$ cat src/rtl/rc5_pkg.sv
// Shared RC5 defaults and control-state encoding for the iterative RC5 core.
package rc5_pkg;

    localparam int RC5_W_DEFAULT = 32;
    localparam int RC5_R_DEFAULT = 12;

    typedef enum logic [2:0] {
        IDLE    = 3'd0,
        WAIT_S  = 3'd1,
        PRE_A   = 3'd2,
        PRE_B   = 3'd3,
        ROUND_A = 3'd4,
        ROUND_B = 3'd5,
        DONE    = 3'd6
    } rc5_state_e;

endpackage

$ cat src/rtl/rc5_rotate.sv
// Combinational variable rotate of one W-bit word: iDir=0 rotates left, iDir=1 rotates right.
module rc5_rotate import rc5_pkg::*; #(
    parameter  int W  = RC5_W_DEFAULT,
    localparam int RW = $clog2(W)
) (
    input  logic [W-1:0]  iData,
    input  logic [RW-1:0] iRotate,
    input  logic          iDir,
    output logic [W-1:0]  oData
);

    logic [2*W-1:0] dbl, shl, shr;

    // Doubling the word turns the rotate into a plain shift of a 2W vector.
    assign dbl   = {iData, iData};
    assign shl   = dbl << iRotate;
    assign shr   = dbl >> iRotate;
    assign oData = iDir ? shr[W-1:0] : shl[2*W-1:W];

endmodule

$ cat src/rtl/rc5_encrypt.sv
// Iterative RC5-W/R block core: one half-round per cycle, S-table read externally with one-cycle latency.
// Define RC5_DECRYPT_EN to add the iDecrypt input and the inverse data path.
module rc5_encrypt import rc5_pkg::*; #(
    parameter  int W        = RC5_W_DEFAULT,
    parameter  int R        = RC5_R_DEFAULT,
    localparam int T        = 2*R + 2,
    localparam int T_LENGTH = $clog2(T),
    localparam int ROTVALUE = $clog2(W)
) (
    input  logic                clk,
    input  logic                rst,
    input  logic                iStart,
`ifdef RC5_DECRYPT_EN
    input  logic                iDecrypt,
`endif
    input  logic [W-1:0]        iPlainA,
    input  logic [W-1:0]        iPlainB,
    output logic [T_LENGTH-1:0] oS_address,
    input  logic [W-1:0]        iS_sub_i,
    output logic [W-1:0]        oCipherA,
    output logic [W-1:0]        oCipherB,
    output logic                oBusy,
    output logic                oDone
);

    localparam int RND_W = $clog2(R + 1);

    rc5_state_e          state_q, state_d;
    logic [W-1:0]        a_q, a_d, b_q, b_d;
    logic [W-1:0]        ca_q, ca_d, cb_q, cb_d;
    logic [RND_W-1:0]    rnd_q, rnd_d;
    logic [T_LENGTH-1:0] addr_q, addr_d, addr_step;
    logic                done_q, done_d;
    logic                dec_q, dec_d;
    logic                dec_start;

    logic [W-1:0]          rot_din, rot_dout;
    logic [ROTVALUE-1:0]   rot_amt;
    logic [W-1:0]          a_sub, b_sub;

`ifdef RC5_DECRYPT_EN
    assign dec_start = iDecrypt;
`else
    assign dec_start = 1'b0;
`endif

    assign a_sub = a_q - iS_sub_i;
    assign b_sub = b_q - iS_sub_i;

    // Address walks up for encryption, down for decryption, and parks at the table edge.
    always_comb begin
        addr_step = addr_q;
        if (dec_q) begin
            if (addr_q != '0)
                addr_step = addr_q - 1'b1;
        end else begin
            if (addr_q != T_LENGTH'(T - 1))
                addr_step = addr_q + 1'b1;
        end
    end

    // One rotator serves both half-rounds; the A half rotates by B and vice versa.
    always_comb begin
        if (state_q == ROUND_A) begin
            rot_din = dec_q ? a_sub : (a_q ^ b_q);
            rot_amt = b_q[ROTVALUE-1:0];
        end else begin
            rot_din = dec_q ? b_sub : (b_q ^ a_q);
            rot_amt = a_q[ROTVALUE-1:0];
        end
    end

    rc5_rotate #(.W(W)) u_rot (
        .iData   (rot_din),
        .iRotate (rot_amt),
        .iDir    (dec_q),
        .oData   (rot_dout)
    );

    always_comb begin
        state_d = state_q;
        a_d     = a_q;
        b_d     = b_q;
        rnd_d   = rnd_q;
        addr_d  = addr_q;
        ca_d    = ca_q;
        cb_d    = cb_q;
        dec_d   = dec_q;
        done_d  = 1'b0;
        case (state_q)
            IDLE: begin
                if (iStart) begin
                    a_d     = iPlainA;
                    b_d     = iPlainB;
                    dec_d   = dec_start;
                    addr_d  = dec_start ? T_LENGTH'(T - 1) : '0;
                    rnd_d   = dec_start ? RND_W'(R) : RND_W'(1);
                    state_d = WAIT_S;
                end
            end
            WAIT_S: begin
                addr_d  = addr_step;
                state_d = dec_q ? ROUND_B : PRE_A;
            end
            PRE_A: begin
                addr_d = addr_step;
                if (dec_q) begin
                    // Last step of decryption: publish the recovered block.
                    a_d     = a_sub;
                    ca_d    = a_sub;
                    cb_d    = b_q;
                    done_d  = 1'b1;
                    state_d = DONE;
                end else begin
                    a_d     = a_q + iS_sub_i;
                    state_d = PRE_B;
                end
            end
            PRE_B: begin
                addr_d = addr_step;
                if (dec_q) begin
                    b_d     = b_sub;
                    state_d = PRE_A;
                end else begin
                    b_d     = b_q + iS_sub_i;
                    state_d = ROUND_A;
                end
            end
            ROUND_A: begin
                addr_d = addr_step;
                if (dec_q) begin
                    a_d = rot_dout ^ b_q;
                    if (rnd_q > RND_W'(1)) begin
                        rnd_d   = rnd_q - 1'b1;
                        state_d = ROUND_B;
                    end else begin
                        state_d = PRE_B;
                    end
                end else begin
                    a_d     = rot_dout + iS_sub_i;
                    state_d = ROUND_B;
                end
            end
            ROUND_B: begin
                addr_d = addr_step;
                if (dec_q) begin
                    b_d     = rot_dout ^ a_q;
                    state_d = ROUND_A;
                end else begin
                    b_d = rot_dout + iS_sub_i;
                    if (rnd_q < RND_W'(R)) begin
                        rnd_d   = rnd_q + 1'b1;
                        state_d = ROUND_A;
                    end else begin
                        ca_d    = a_q;
                        cb_d    = rot_dout + iS_sub_i;
                        done_d  = 1'b1;
                        state_d = DONE;
                    end
                end
            end
            DONE:    state_d = IDLE;
            default: state_d = IDLE;
        endcase
    end

    always_ff @(posedge clk) begin
        if (rst) begin
            state_q <= IDLE;
            a_q     <= '0;
            b_q     <= '0;
            rnd_q   <= '0;
            addr_q  <= '0;
            ca_q    <= '0;
            cb_q    <= '0;
            dec_q   <= 1'b0;
            done_q  <= 1'b0;
        end else begin
            state_q <= state_d;
            a_q     <= a_d;
            b_q     <= b_d;
            rnd_q   <= rnd_d;
            addr_q  <= addr_d;
            ca_q    <= ca_d;
            cb_q    <= cb_d;
            dec_q   <= dec_d;
            done_q  <= done_d;
        end
    end

    assign oS_address = addr_q;
    assign oCipherA   = ca_q;
    assign oCipherB   = cb_q;
    assign oDone      = done_q;
    assign oBusy      = (state_q != IDLE);

endmodule
$ cat config.mk
export PLATFORM = sky130hd
export DESIGN_NAME = rc5_encrypt
export DESIGN_NICKNAME = d
export VERILOG_FILES = /design/src/rtl/rc5_pkg.sv /design/src/rtl/rc5_rotate.sv /design/src/rtl/rc5_encrypt.sv
export SDC_FILE = /design/constraint.sdc
export NUM_CORES = 1
export LEC_CHECK = 0
export CELL_PAD_IN_SITES_DETAIL_PLACEMENT = 1
export CELL_PAD_IN_SITES_GLOBAL_PLACEMENT = 1
export CORE_ASPECT_RATIO = 0.9
export CORE_MARGIN = 4
export CORE_UTILIZATION = 42
export CTS_CLUSTER_DIAMETER = 50
export CTS_CLUSTER_SIZE = 14
export DETAILED_ROUTE_END_ITERATION = 10
export PLACE_DENSITY = 0.79
export SYNTH_ARGS = -nofsm -noshare
export SYNTH_HDL_FRONTEND = slang
export SYNTH_SLANG_ARGS = --single-unit
$ cat constraint.sdc
create_clock -name clk -period 6 [get_ports clk]
set_input_delay 0.9 -clock clk [delete_from_list [all_inputs] [get_ports clk]]
set_output_delay 0.9 -clock clk [all_outputs]
set_load 0.01 [all_outputs]
# ---- After elaboration in Yosys (flattened, before gate mapping)
# Index checks and enable logic that the tools add are counted.
dict set report totals {
  register_bits 141
  inputBits 99
  out_inout_bits 71
}
dict set report classes {
  n_addsub 5
  magnitude_cmp 2
  eq_ne 11
  shifts 1
  n_mux 19
  bitwise_logic 4
  n_reduce_logical 14
}
# operator n
set op_table {}
lappend op_table {{two-way mux 32 bit} 6}
lappend op_table {{one-hot mux 32 bit (3 select lines)} 2}
lappend op_table {{adder 32 bit} 3}
lappend op_table {{<< shifter 64 x 5 -> 64 bit} 1}
lappend op_table {{XOR 32 bit} 1}
lappend op_table {{one-hot mux 3 bit (6 select lines)} 1}
lappend op_table {{two-way mux 5 bit} 3}
lappend op_table {{nonzero test 3 bit} 4}
lappend op_table {{one-hot mux 5 bit (2 select lines)} 1}
lappend op_table {{two-way mux 4 bit} 2}
lappend op_table {{one-hot mux 4 bit (2 select lines)} 1}
lappend op_table {{equality test 3 x 2 -> 1 bit, second input constant} 2}
lappend op_table {{equality test 3 bit, second input constant} 2}
lappend op_table {{!= test 2 bit, second input constant} 3}
lappend op_table {{AND reduction 3 bit} 2}
lappend op_table {{adder 5 x 1 -> 5 bit, second input constant} 1}
lappend op_table {{!= test 5 bit, second input constant} 1}
lappend op_table {{AND reduction 5 bit} 1}
lappend op_table {{OR reduction 5 bit} 1}
lappend op_table {{adder 4 x 1 -> 4 bit, second input constant} 1}
lappend op_table {{greater-than comparator 4 x 1 -> 1 bit, second input constant} 1}
lappend op_table {{< comparator 4 bit, second input constant} 1}
lappend op_table {{!= test 2 x 1 -> 1 bit, second input constant} 2}
lappend op_table {{AND reduction 2 bit} 2}
lappend op_table {{8 further kinds} 11}

# ---- Longest topological paths before layout
# Gate-level depths: netlist (run 1).
dict set report logic_depth {
  word_depth 6
  mapped_depth 25
  mapped_depth_nobuf 21
}

# ---- By module
# From an unflattened synthesis (run 1), not the netlist that was laid out.
dict set report hier_totals {
  cells_unflattened 1876
  hier_area_um2 14378.8
}
# mod instances cells_per_inst area_per_inst_um2
set by_module_without_submodules {}
lappend by_module_without_submodules {rc5_encrypt 1 1427 10749.1}
lappend by_module_without_submodules {rc5_rotate 1 449 3629.7}

# ---- Worst setup path after synthesis (run 1)
# No wires, ideal clock.
dict set report synth_timing {
  path_kind {reg-to-reg}
  start {register state_q[2]}
  end {register b_q[28]}
  setup_time_ns 0.134
  t_arrival_ns 4.743
  setup_slack_ns 1.123
  stages_incl_launch_ff 23
  path_buffers 3
  period_less_slack_ns 4.877
  cell_sequence {dfxtp_1 > buf_2 > nor3b_2 > clkbuf_1 > nand2_1 > nand2_1 > buf_1 > mux2i_1 > mux2i_1 > mux2i_1 > ha_1 > inv_1 > fa_1 > nand2b_1 > a21oi_1 > o211ai_1 > o211ai_1 > a31oi_1 > o21ai_0 > nor2_1 > xnor2_1 > a221oi_1 > a211oi_1}
}
dict set report synth_via {
  elab_chain_len 5
  word_cells_on_any_way 11
}
# element line
set synth_lines {}
lappend synth_lines {{from (decl)} rc5_encrypt.sv:28} ;# rc5_state_e state_q, state_d;
lappend synth_lines {{from (signal assigned)} rc5_encrypt.sv:179} ;# state_q <= state_d;
lappend synth_lines {{equality test 3 bit} rc5_encrypt.sv:64} ;# if (state_q == ROUND_A) begin
lappend synth_lines {{two-way mux 5 bit} rc5_encrypt.sv:64}
lappend synth_lines {{<< shifter 64 x 5 -> 64 bit} rc5_rotate.sv:16} ;# assign shl = dbl << iRotate;
lappend synth_lines {{adder 32 bit} rc5_encrypt.sv:150} ;# b_d = rot_dout + iS_sub_i;
lappend synth_lines {{one-hot mux 32 bit (3 select lines)} rc5_encrypt.sv:90} ;# case (state_q)
lappend synth_lines {{to (signal assigned)} rc5_encrypt.sv:171} ;# b_q <= '0;
lappend synth_lines {{to (signal assigned)} rc5_encrypt.sv:181} ;# b_q <= b_d;
lappend synth_lines {{to (decl)} rc5_encrypt.sv:29} ;# logic [W-1:0] a_q, a_d, b_q, b_d;
# Parallel ways exist; a longest one is shown, timed or not.
# A chain may end at the register's enable or synchronous reset.

# ---- Worst setup path in the final report (run 1)
dict set report layout_timing {
  start {register state_q[0]}
  end {register b_q[28]}
}
# Same word-level chain as after synthesis.

==> run summary, run 1 <==
Status - finished clean
Pin count of the biggest net entering global routing - 73
CTS clk-pin slew, worst paths - 0.07 ns
Share of the synthesized area in the top cell type - 0.222
R2r startpoint - state_q[0]
RSZ-0062 raised after global routing - no
Maximum net fanout on the critical path - 14
Drt pass-1 iters - 8
FMAX - 0.176 GHz
Synth area leaders - dfxtp_1 22%, ha_1 9.7%, a21oi_1 8.9%
Post-DP HPWL - 43.3 mm
Most common cell in the netlist - a21oi_1
Routed WL per cell - 25.2 µm
Post-Syn Instances - 1698
Critical path type - reg -> reg
Skew final - 0.0130 ns
Slew margin rel. - 0.266
Pleak - 6.38 nW
Diode count - 0
Port bufs - 169
NumNets Final - 2042
Main synth FF type - dfxtp_1
Netlist Area Pre-Place - 12700 µm²
IO Count - 170
Register area share after synthesis - 0.222
Hold path start - oCipherB[28]
Final RePlAce weighted congestion - 0.987
YS warnings - 0
Vias per cell - 6.31
CTS buffer count - 17
Avg Inst Size Synth - 7.49 µm²
Final hold violation count - 0
Core Footprint - 29900 µm²
Syn nets - 1899
Post-layout util - 0.522
Vias in the first global route - 14440
Area grow syn2layout - 22.7%
Crit path largest cell delay - 0.54 ns
Pwr dens - 406 nW/µm²
Final wirelength - 56.9 mm
Die width - 191 µm
Crit path required time - 6.35 ns
Placed Area - 15000 µm²
R2R Setup Slk - 0.32 ns
Yosys cell types - 69
Initial cell density of the core - 0.426
Global-route wire length before repair - 86.4 mm
Hold Path Stages - 2
Flops & latches, synth - 141
Fin crit share - 0.946
Yosys top cell by area - dfxtp_1
Commonest cells post-synth - 226 x a21oi_1, 201 x nor2_1, 193 x nand2_1, 141 x dfxtp_1, 99 x ha_1
H-tree levels - 4
Hold Path Class - reg -> reg
GRT Resource Usage Total - 0.333
Minimum clock period after layout - 5.68 ns
CP Capture Type - flip-flop
Worst r2r path cells - 20
# fillers - 3761
Root Buffer Master - clkbuf_16
Final setup viols - 0
DRC viols - 0
Hold EP - oCipherB[28]
Area of the die - 33100 µm²
Crit-path cells - or3b_4 -> a21o_1 -> buf_4 -> a22oi_1 -> a21oi_1 -> mux2i_2 -> mux2i_1 -> mux2_2 -> fa_1 -> nand2b_1 -> a21oi_1 -> o211ai_1 -> o211ai_1 -> a31oi_1 -> buf_4 -> o21ai_1 -> nor2_1 -> xnor2_1 -> a221oi_1 -> a211oi_1
Clock latency on the worst-skew pair - 0.45 ns
Finished Cell Area - 15600 µm²
Grt ovf - 0
VDD IR max - 0.268 mV
CTS tree - built
CP arrival - 6.03 ns
Initial antenna violation count - 0
Number of flops mapped to enable cells by yosys - 0
Critical R2R Capture - b_q[28]
Worst path slowest cell - or3b_4
Startpoint types - flip-flop
Non-Filler Instances - 2257
CTS sink cnt - 141
Via count - 14249
Chip height - 173 µm
Worst slew pin tran - 1.10 ns
Max Cap Viol - 0
Fraction of layout instances using a drive strength above 1 - 0.0620
Routed Antenna Nets - 0
TNS Setup - 0 ns
DR iter-0 viols - 1411
Synth async-reset ratio - 0
Max clock buf depth - 2
Final slew viol count - 0
Row cnt - 60
Inst Count DP - 2225
[sequential cells by signal, summed over array words and instances, names as in the netlist]
register,flops
state_q,3
oCipherB,32
rnd_q,4
oS_address,5
a_q,32
b_q,32
oDone,1
oCipherA,32
[cell usage in the layout (no fill, tap or decap), types with 12 or more instances in the layout]
| master | Yosys | layout |
|---|---|---|
| a211oi_1 | 48 | 48 |
| a21o_1 | 53 | 53 |
| a21oi_1 | 226 | 225 |
| a221o_1 | 22 | 22 |
| a221oi_1 | 21 | 21 |
| a22oi_1 | 13 | 13 |
| a31oi_1 | 18 | 18 |
| and3_1 | 13 | 12 |
| buf_4 | 1 | 52 |
| clkbuf_16 | 0 | 17 |
| clkdlybuf4s50_1 | 0 | 168 |
| dfxtp_1 | 141 | 141 |
| ha_1 | 99 | 99 |
| inv_1 | 28 | 28 |
| mux2i_1 | 95 | 93 |
| nand2_1 | 193 | 192 |
| nand3_1 | 14 | 13 |
| nor2_1 | 201 | 197 |
| nor3_1 | 54 | 54 |
| o211ai_1 | 13 | 13 |
| o21ai_0 | 66 | 65 |
| o21bai_1 | 19 | 19 |
| xnor2_1 | 65 | 65 |
| xor2_1 | 47 | 47 |
[layout make-up]
| class | instances | area, µm² | area share |
|---|---|---|---|
| multi-input cells | 1432 | 9470 | 0.606 |
| inverters | 28 | 105 | 0.00673 |
| well taps | 403 | 504 | 0.0323 |
| clock buffers | 19 | 443 | 0.0284 |
| repair buffers | 221 | 2090 | 0.134 |
| flip-flops and latches | 141 | 2820 | 0.181 |
| clock inverters | 13 | 176 | 0.0113 |
[per-stage QoR]
step	setup WS, ns	hold WS [ns]	total power [mW]
global placement	0.435	0.443	4.94
detailed placement	0.215	0.448	5.02
CTS	0.239	0.457	6.23
finish	0.325	0.454	6.34
global route	0.0587	0.474	6.67
floorplan	1.12	0.456	3.63
[power by group]
group	total [mW]	internal [mW]	switching [mW]	leakage, nW
sequential	1.12	1.01	0.112	1.15
clock	1.18	0.676	0.500	0.294
combinational	4.04	1.47	2.57	4.93
total	6.34	3.15	3.18	6.38
[metal layers]
metal  vias to the layer above  global-route usage  part of all wire  wire [µm]
li1                       6507                   -                 -          -
met1                      7017               0.454              0.44      25000
met2                       611               0.521              0.45      25400
met3                       114              0.0680             0.078       4410
met4                         0               0.118             0.037       2090
met5                         -                   0                 0          0
[cells by family (layout without fill, tap and decap cells)]
| family | count (synthesis) | in the layout | synth area share |
|---|---|---|---|
| compound gates | 577 | 577 | 0.292 |
| simple gates | 539 | 539 | 0.184 |
| flops | 141 | 141 | 0.222 |
| buf+inv | 125 | 281 | 0.0388 |
| xor+xnor | 112 | 112 | 0.0771 |
| fa+ha+maj | 102 | 102 | 0.102 |
| mux | 102 | 102 | 0.0839 |
[how the worst max path moves through the flow]
stage	slack, ns	cells after the start	start	end
4_1_cts	0.24	20	state_q[0]	b_q[28]
5_1_grt	0.06	20	state_q[0]	b_q[30]
6_report	0.32	20	state_q[0]	b_q[28]
2_1_floorplan	1.12	22	state_q[2]	b_q[28]
3_3_place_gp	0.43	20	state_q[0]	b_q[30]
3_5_place_dp	0.21	20	state_q[0]	b_q[30]
[critical path, delay by kind of cell, from the launching register on]
family / cells / cell delay (ns)
AO/OA/AOI/OAI: 10 / 2.34
AND/OR/NAND/NOR: 3 / 0.82
multiplexers: 3 / 0.81
flip-flops: 1 / 0.46
adder cells (fa/ha/maj): 1 / 0.42
buffers and inverters: 2 / 0.40
XOR/XNOR: 1 / 0.32
[repair_timing]
action | 4_1_cts | 5_1_grt
resized for setup | 0 | 5
buffers inserted | 0 | 0
hold buffers | 0 | 0
endpoints found under the setup margin | 0 | 15
(Power assumes the default switching activity.)
==> run 2, diff against run 1 <==
--- a/config.mk
+++ b/config.mk
@@ -8,7 +8,6 @@
 export CELL_PAD_IN_SITES_DETAIL_PLACEMENT = 1
 export CELL_PAD_IN_SITES_GLOBAL_PLACEMENT = 1
 export CORE_ASPECT_RATIO = 0.9
-export CORE_MARGIN = 4
 export CORE_UTILIZATION = 42
 export CTS_CLUSTER_DIAMETER = 50
 export CTS_CLUSTER_SIZE = 14
==> run 2 against run 1 <==
  * Clock power about the same
  * Critical path depth decreased by 2
  * Sequential share of layout area increased by 0.087 points
  * Fmax increased by 0.21%
  * Hold slack got worse by 0.00097 ns
  * Non-clock buffer count decreased by 11
  * Setup slack improved by 0.012 ns
  * Critical endpoint is now a_q[27]
==> run summary, run 2 (synthesis results as in run 1) <==
Commonest non-fill, non-tap cells in the layout - 225 x a21oi_1, 197 x nor2_1, 193 x nand2_1 (was 225 x a21oi_1, 197 x nor2_1, 192 x nand2_1)
Global-route wire length before repair - 85.1 mm (was 86.4 mm)
Diode count - 0 (unchanged)
Final setup viols - 0 (unchanged)
Sw power - 3.14 mW (was 3.18 mW)
Pwr dens - 402 nW/µm² (was 406 nW/µm²)
Initial cell density of the core - 0.427 (was 0.426)
Pre-CTS setup slack - 0.423 ns (was 0.215 ns)
Switching share of power - 0.503 (was 0.502)
CTS buffer count - 17 (unchanged)
Comb power frac - 0.630 (was 0.637)
Via count - 14162 (was 14249)
Root Buffer Master - clkbuf_16 (unchanged)
Post-CTS Setup Inserts - 0 (unchanged)
Final RePlAce weighted congestion - 1.03 (was 0.987)
Clock share of power - 0.191 (was 0.186)
CTS sink cnt - 141 (unchanged)
Fin crit share - 0.944 (was 0.946)
Top delay family on crit path - compound AO/OA/AOI/OAI gates (unchanged)
Power consumption - 6.25 mW (was 6.34 mW)
Critical path type - reg -> reg (unchanged)
Commonest non-fill, non-tap cell in the layout - a21oi_1 (unchanged)
Final slew viol count - 0 (unchanged)
Drt pass-1 iters - 5 (was 8)
Die width - 185 µm (was 191 µm)
Chip height - 167 µm (was 173 µm)
Hold Path Class - reg -> reg (unchanged)
Pleak - 6.34 nW (was 6.38 nW)
Worst path slowest cell - a221oi_1 (was or3b_4)
Seq pwr share - 0.179 (was 0.177)
NumNets Final - 2031 (was 2042)
Startpoint types - flip-flop (unchanged)
TNS Setup - 0 ns (unchanged)
IO Count - 170 (unchanged)
Crit-path cells - buf_4 -> nor3b_4 -> mux2_2 -> a221oi_1 -> nor3_1 -> a211oi_1 -> a21oi_1 -> mux2i_1 -> ha_1 -> a21o_1 -> nor3_1 -> a32o_1 -> o211a_1 -> nor2_1 -> a31oi_1 -> xnor2_1 -> a221oi_1 -> a211oi_1 (was or3b_4 -> a21o_1 -> buf_4 -> a22oi_1 -> a21oi_1 -> mux2i_2 -> mux2i_1 -> mux2_2 -> fa_1 -> nand2b_1 -> a21oi_1 -> o211ai_1 -> o211ai_1 -> a31oi_1 -> buf_4 -> o21ai_1 -> nor2_1 -> xnor2_1 -> a221oi_1 -> a211oi_1)
Clock latency on the worst-skew pair - 0.44 ns (was 0.45 ns)
Slew margin rel. - 0.259 (was 0.266)
Non-Filler Instances - 2245 (was 2257)
# fillers - 3728 (was 3761)
Worst slew pin tran - 1.11 ns (was 1.10 ns)
CTS clk-pin slew, worst paths - 0.07 ns (about the same)
Pint - 3.11 mW (was 3.15 mW)
Core Footprint - 29800 µm² (was 29900 µm²)
Crit path largest cell delay - 0.59 ns (was 0.54 ns)
Post-layout util - 0.521 (was 0.522)
Crit path required time - 6.35 ns (about the same)
Routed Antenna Nets - 0 (unchanged)
VDD IR max - 0.260 mV (was 0.268 mV)
Minimum clock period after layout - 5.66 ns (was 5.68 ns)
Initial antenna violation count - 0 (unchanged)
DR iter-0 viols - 1241 (was 1411)
Port bufs - 169 (unchanged)
Grt ovf - 0 (unchanged)
Final wirelength - 56.2 mm (was 56.9 mm)
Area of the die - 31000 µm² (was 33100 µm²)
Status - finished clean (unchanged)
Pin count of the biggest net entering global routing - 97 (was 73)
Post-DP HPWL - 42.7 mm (was 43.3 mm)
Skew final - 0.0136 ns (was 0.0130 ns)
GRT Resource Usage Total - 0.362 (was 0.333)
RSZ-0062 raised after global routing - no (unchanged)
CP arrival - 6.01 ns (was 6.03 ns)
FMAX - 0.177 GHz (was 0.176 GHz)
H-tree levels - 4 (unchanged)
Row cnt - 60 (unchanged)
Bufs and invs on worst path - 1 (was 2)
Fraction of layout instances using a drive strength above 1 - 0.0548 (was 0.0620)
Max clock buf depth - 2 (unchanged)
Final hold violation count - 0 (unchanged)
Inst Count DP - 2214 (was 2225)
Maximum net fanout on the critical path - 19 (was 14)
Vias per cell - 6.31 (about the same)
DRC viols - 0 (unchanged)
Max Cap Viol - 0 (unchanged)
Area grow syn2layout - 22.1% (was 22.7%)
Worst setup margin - 0.337 ns (was 0.325 ns)
CP Capture Type - flip-flop (unchanged)
Routed WL per cell - 25.0 µm (was 25.2 µm)
CTS tree - built (unchanged)
Vias in the first global route - 14058 (was 14440)
-- run 2: cell count changes in the layout (fill, tap and decap cells not counted), sizes merged --
cell | previous run | this run
clkinvlp | 3 | 0
inv | 34 | 31
clkinv | 1 | 6
clkbuf | 19 | 18
bufinv | 3 | 4
buf | 53 | 42
-- run 2: area by class of cell --
class / count / area [µm²] / area share
inverters: 28 / 105 / 0.00676
repair buffers: 210 / 2020 / 0.130
clock buffers: 18 / 429 / 0.0276
well taps: 403 / 504 / 0.0325
multi-input cells: 1432 / 9470 / 0.609
clock inverters: 13 / 188 / 0.0121
flip-flops and latches: 141 / 2820 / 0.182
-- run 2: repair_timing --
| action | in CTS | in global routing |
|---|---|---|
| endpoints found under the setup margin | 0 | 3 |
| hold buffers | 0 | 0 |
| gates resized for setup | 0 | 2 |
-- run 2: worst reg2reg max path: stages, from the launching register on --
cell	delay, ns
dfxtp_1	0.35
buf_4	0.25
nor3b_4	0.30
mux2_2	0.59
a221oi_1	0.59
nor3_1	0.13
a211oi_1	0.24
a21oi_1	0.09
mux2i_1	0.51
ha_1	0.38
a21o_1	0.18
nor3_1	0.05
a32o_1	0.33
o211a_1	0.28
nor2_1	0.41
a31oi_1	0.18
xnor2_1	0.34
a221oi_1	0.14
a211oi_1	0.24
-- run 2: power groups by stage --
stage	registers [mW]	logic [mW]	clock network, mW
final	1.12	3.93	1.19
after detailed placement	1.14	3.77	0
after CTS	1.12	3.81	1.20
after floorplan	1.10	2.53	0
after global routing	1.13	4.18	1.24
after global placement	1.13	3.71	0
-- run 2: layer usage --
metal	wire (µm)	GRT usage	vias to the layer above
met5	0	0	-
met4	1770	0.123	0
met3	3710	0.0592	98
met2	24800	0.567	552
met1	25900	0.501	7016
li1	-	-	6496
-- run 2: metrics by stage --
| step | hold WS, ns | instance area [µm²] |
|---|---|---|
| 2_1_floorplan | 0.456 | 12700 |
| 3_3_place_gp | 0.444 | 14900 |
| 3_5_place_dp | 0.446 | 14900 |
| 4_1_cts | 0.455 | 15500 |
| 5_1_grt | 0.481 | 15500 |
| 6_report | 0.453 | 15500 |
-- run 2: final timing paths --
check / cells after the start / from / slack [ns] / endpoint
setup / recovery: 18 / state_q[2] / 0.34 / a_q[27]
setup reg to reg: 18 / state_q[2] / 0.34 / a_q[27]
hold / removal: 2 / oCipherB[29] / 0.45 / oCipherB[29]
hold reg to reg: 2 / oCipherB[29] / 0.45 / oCipherB[29]
